===== src/rtl/classifier_seq_ctrl.sv =====
// Sequencer that loads features into a combinational classifier and captures its result.
// Optional cls_count output is compiled in when CLS_COUNT_EN is defined.
module classifier_seq_ctrl #(
    parameter int NUM_A         = 6,
    parameter int WIDTH_A       = 4,
    parameter int OUTWIDTH      = 19,
    parameter int SETTLE_CYCLES = 4
) (
    input  logic                       clk,
    input  logic                       rst,
    input  logic                       feat_valid,
    output logic                       feat_ready,
    input  logic [WIDTH_A-1:0]         feat_data,
    output logic [NUM_A*WIDTH_A-1:0]   dp_inp,
    input  logic [OUTWIDTH-1:0]        dp_out,
    output logic                       res_valid,
    input  logic                       res_ready,
    output logic [OUTWIDTH-1:0]        res_data,
    output logic                       busy
`ifdef CLS_COUNT_EN
    ,
    output logic [7:0]                 cls_count
`endif
);

    localparam int SW = (NUM_A > 1) ? $clog2(NUM_A) : 1;
    localparam logic [SW-1:0] LAST_SLOT = SW'(NUM_A - 1);
    localparam logic [7:0] CNT_INIT = 8'(SETTLE_CYCLES - 1);

    typedef enum logic [1:0] {
        LOAD,
        SETTLE,
        RESULT
    } state_e;

    state_e                     state_q, state_d;
    logic [SW-1:0]              slot_q, slot_d;
    logic [7:0]                 cnt_q, cnt_d;
    logic [NUM_A*WIDTH_A-1:0]   inp_q, inp_d;
    logic [OUTWIDTH-1:0]        res_q, res_d;
    logic                       vld_q, vld_d;
`ifdef CLS_COUNT_EN
    logic [7:0]                 num_q, num_d;
`endif

    always_comb begin
        state_d    = state_q;
        slot_d     = slot_q;
        cnt_d      = cnt_q;
        inp_d      = inp_q;
        res_d      = res_q;
        vld_d      = vld_q;
`ifdef CLS_COUNT_EN
        num_d      = num_q;
`endif
        feat_ready = (state_q == LOAD);
        busy       = (state_q != LOAD);

        unique case (state_q)
            LOAD: begin
                if (feat_valid) begin
                    for (int k = 0; k < NUM_A; k++) begin
                        if (slot_q == SW'(k)) begin
                            inp_d[k*WIDTH_A +: WIDTH_A] = feat_data;
                        end
                    end
                    if (slot_q == LAST_SLOT) begin
                        slot_d  = '0;
                        cnt_d   = CNT_INIT;
                        state_d = SETTLE;
                    end else begin
                        slot_d = slot_q + 1'b1;
                    end
                end
            end
            SETTLE: begin
                // Counter reaching zero marks the last settle edge: sample now.
                if (cnt_q == 8'd0) begin
                    res_d   = dp_out;
                    vld_d   = 1'b1;
                    state_d = RESULT;
                end else begin
                    cnt_d = cnt_q - 8'd1;
                end
            end
            RESULT: begin
                if (res_ready) begin
                    vld_d   = 1'b0;
                    state_d = LOAD;
`ifdef CLS_COUNT_EN
                    num_d   = num_q + 8'd1;
`endif
                end
            end
            default: begin
                state_d = LOAD;
            end
        endcase
    end

    always_ff @(posedge clk) begin
        if (rst) begin
            state_q <= LOAD;
            slot_q  <= '0;
            cnt_q   <= '0;
            inp_q   <= '0;
            res_q   <= '0;
            vld_q   <= 1'b0;
`ifdef CLS_COUNT_EN
            num_q   <= '0;
`endif
        end else begin
            state_q <= state_d;
            slot_q  <= slot_d;
            cnt_q   <= cnt_d;
            inp_q   <= inp_d;
            res_q   <= res_d;
            vld_q   <= vld_d;
`ifdef CLS_COUNT_EN
            num_q   <= num_d;
`endif
        end
    end

    assign dp_inp    = inp_q;
    assign res_data  = res_q;
    assign res_valid = vld_q;
`ifdef CLS_COUNT_EN
    assign cls_count = num_q;
`endif

endmodule


===== config.mk =====
export PLATFORM = sky130hd
export DESIGN_NAME = classifier_seq_ctrl
export DESIGN_NICKNAME = d
export VERILOG_FILES = /design/src/rtl/classifier_seq_ctrl.sv
export SDC_FILE = /design/constraint.sdc
export NUM_CORES = 1
export LEC_CHECK = 0
export BUFFER_PORTS_ARGS = -buffer_cell sky130_fd_sc_hd__buf_2
export CAP_MARGIN = 30
export CORE_ASPECT_RATIO = 0.5
export CORE_UTILIZATION = 50
export DETAILED_ROUTE_END_ITERATION = 8
export PLACE_DENSITY_LB_ADDON = 0.25
export SETUP_SLACK_MARGIN = 0.1
export SKIP_LAST_GASP = 1
export SLEW_MARGIN = 20
export SYNTH_ARGS = -nofsm -noshare
export SYNTH_HDL_FRONTEND = slang
export SYNTH_SLANG_ARGS = --single-unit

===== constraint.sdc =====
create_clock -name clk -period 1.84 [get_ports clk]
set_input_delay 0.184 -clock clk [delete_from_list [all_inputs] [get_ports clk]]
set_output_delay 0.184 -clock clk [all_outputs]
set_load 0.02 [all_outputs]

==> key figures <==
Place
  • Dpl cell area: 0.003010 mm²
  • GPL Wtd Cong: roughly 0.86
  • Post-DP HPWL: 4377 µm
  • Place WS: -27.39 ps
  • Port bufs: 72

Die
  • Initial Util: 0.5513
  • Row count: 17
  • Full die area: 0.005420 mm²
  • IO Pins: 73
  • Core Area: approximately 0.0046 mm²
  • Die Wd: between 100 and 150 µm
  • Die Height: 52.56 µm

Layout
  • Fin util: 0.7763
  • Layout area overhead: 40.82%
  • Fillers: 319
  • Fraction of layout cells with a size suffix above 1: 0.4342
  • Antenna cells: 0
  • Finished Cell Area: 0.003600 mm²
  • Nets: 382

Worst setup path
  • Crit-path cells: inv_2, ha_4, or4b_4, buf_16, o31ai_4, a21oi_1
  • CP required: roughly 2100 ps
  • CP max stage cell: or4b_4
  • Worst Setup Start Kind: register
  • Worst path max stage delay: approximately 570 ps
  • Crit end category: register
  • Setup Crit Path Kind: register to register
  • Crit path DAT: 2020 ps
  • CP Max Fanout: 7

Power
  • Tot Pwr: 2.789 mW
  • Power per cell area: 774.8 mW/mm²
  • Net Sw Frac: 0.2624
  • Clock power share: 0.429
  • Maximum vdd drop: around 0.7 mV
  • Internal: 2.057 mW
  • Combinational share of power: 0.108
  • Leak: roughly 1.5 nW
  • Switching power: about 730 µW
  • Sequential share of power: 0.462

Synth
  • Synth cell count leaders: 57 x dfxtp_1, 33 x a21oi_1, 23 x nand2b_1
  • Synth cell types: 42
  • Number of synthesized flops with an enable pin: 0
  • #FFs+latches synth: 57
  • Sequential share of the synthesized area: 0.4464
  • Top_reg_cell synth: dfxtp_1
  • FFs w/ async S/R, synth: 0
  • Ranking of synthesized cells by area: dfxtp_1 45%, mux2i_1 8.2%, a21oi_1 6.5%
  • Share of the synthesized area in the top cell type: 0.4464
  • Synthesis Warnings: 0
  • Syn Inst Count: 274
  • Largest area contributor in the netlist: dfxtp_1
  • Leading cell type by number of instances after synthesis: dfxtp_1
  • Synth Cell Area: 0.002556 mm²
  • Avg Inst Size Synth: 9.329 µm²
  • Synthesized netlist net count: 304

Timing
  • Unrepaired setup endpoints after global routing: true
  • Hold Slack: 92.86 ps
  • Tcrit/Tclk final: 0.9755
  • Least-Margin Pin Slew: 573.3 ps
  • Setup-failing EPs final: 0
  • Fin worst setup slack: 45.08 ps
  • Slew HR: 0.6170
  • Final min period: 1795 ps
  • Clock skew: 7.551 ps
  • Endpoints failing hold: 0
  • Slew Limit Fails: 0
  • Achievable frequency: 557.1 MHz

Global route
  • First-pass GRT wire length: ~10,000 µm
  • Global-route usage over all layers: 0.2586
  • Vias in the first global route: about 2,200
  • Initial antenna violation count: 0
  • Remaining Overflow, GRT: 0
  • Largest net degree at the start of global routing: 40

Drt
  • Post-route ant nets: 0
  • Starting DRT DRC Count: 118
  • Wirelength, routed: 7204 µm
  • Via count: 2,437
  • Vias per cell: 5.761
  • Number of detailed-route iterations in the first pass: 4
  • DRC: 0
  • Wirelength per Cell: 17.03 µm

Clock network
  • Clk_lat worst skew: 340 ps
  • Clock buffer depth: 2
  • H-Tree Level Count: 3
  • Root buffer selected by CTS: clkbuf_8
  • Cts hold-fix bufs: 0
  • Sink Count: 57
  • Worst-path clk slew: 70 ps
  • TritonCTS Buffers: 9
  • CTS tree: done

Min path
  • HP Class: input pin to register

Job
  • MaxCap Viol Count: 0

Run status
  • Status: completed
-- sequential cells by signal, summed over array words and instances (netlist names) --
signal	flops
state_q	2
res_data	19
slot_q	3
cnt_q	8
res_valid	1
dp_inp	24
-- cell families after synthesis --
kind of cell / after synthesis / share of synthesized area
adders and majority gates: 3 / 0.01469
and+or+nand+nor: 88 / 0.2237
buffers and inverters: 32 / 0.05531
muxes: 21 / 0.08223
AOI/OAI and AO/OA: 72 / 0.1743
DFF: 57 / 0.4464
xor gates and xnor gates: 1 / 0.003427
-- worst paths after layout --
kind                               endpoint  cells past startpoint                   start  slack [ps]
hold reg to reg      res_valid$_SDFFE_PP0P_                      2  res_valid$_SDFFE_PP0P_         460
setup reg to reg   res_data[7]$_SDFFE_PP0P_                      6   cnt_q[1]$_SDFFE_PP0P_          50
setup / recovery   res_data[7]$_SDFFE_PP0P_                      6   cnt_q[1]$_SDFFE_PP0P_          50
hold / removal    res_data[12]$_SDFFE_PP0P_                      3              dp_out[12]          90
-- layer usage --
metal,wire (µm),share of wire,global-route usage
met5,0,0,0
met2,3522,0.49,0.4444
met3,468,0.065,0.1027
met1,3028,0.42,0.3011
met4,185,0.026,0.07512
-- cell type report --
cell class / count / area [µm²] / area share
Clock inverter: 6 / 67.56 / 0.01877
Inverter: 5 / 21.27 / 0.005909
Tap cell: 66 / 82.58 / 0.02294
Timing Repair Buffer: 94 / 593.1 / 0.1648
Clock buffer: 10 / 137.6 / 0.03823
Sequential cell: 57 / 1145 / 0.3180
Multi-Input combinational cell: 185 / 1553 / 0.4314
-- critical path, delay by kind of cell (launching register included) --
kind / cells / cell delay [ps]
DFF: 1 / 320
buffers and inverters: 2 / 280
adders and majority gates: 1 / 140
and+or+nand+nor: 1 / 570
AOI/OAI and AO/OA: 2 / 370
-- stage by stage --
step | cells | TNS (ps)
finish | 423 | 0
global route | 423 | 0
CTS | 419 | 0
detailed placement | 401 | -65.59
global placement | 401 | 0
floorplan | 274 | 0
-- layout by cell type, fill, tap and decap left out, drive strengths merged, types with 2 or more instances in the layout --
master and instances:
buf 92, dfxtp 57, a21oi 33, nand2b 23
mux2i 21, nand4 20, o31ai 19, clkbuf 12
nor2 9, o21ai 9, nand3 6, nand2 5
inv 5, nor4b 4, nor2b 3, a211oi 3
nor3b 3, ha 3, clkinv 3, or4b 2
and4bb 2, nand3b 2, clkinvlp 2, or3 2
-- power groups by stage --
stage               Sequential [mW]  Combinational [mW]  Clock, mW
floorplan                      1.34               0.136          0
global placement               1.31               0.244          0
detailed placement             1.31               0.250          0
CTS                            1.29               0.268       1.21
global route                   1.29               0.325       1.27
finish                         1.29               0.303       1.20
-- repair_timing --
| item | in CTS | in global routing |
|---|---|---|
| resized for setup | 15 | 40 |
| gates cloned | 1 | 2 |
| endpoints found under the hold margin | 0 | 0 |
| buffers inserted | 1 | 2 |
| setup endpoints to repair | 24 | 24 |
| pin swaps | 0 | 21 |
No activity file was read; power rests on OpenSTA's default activity.
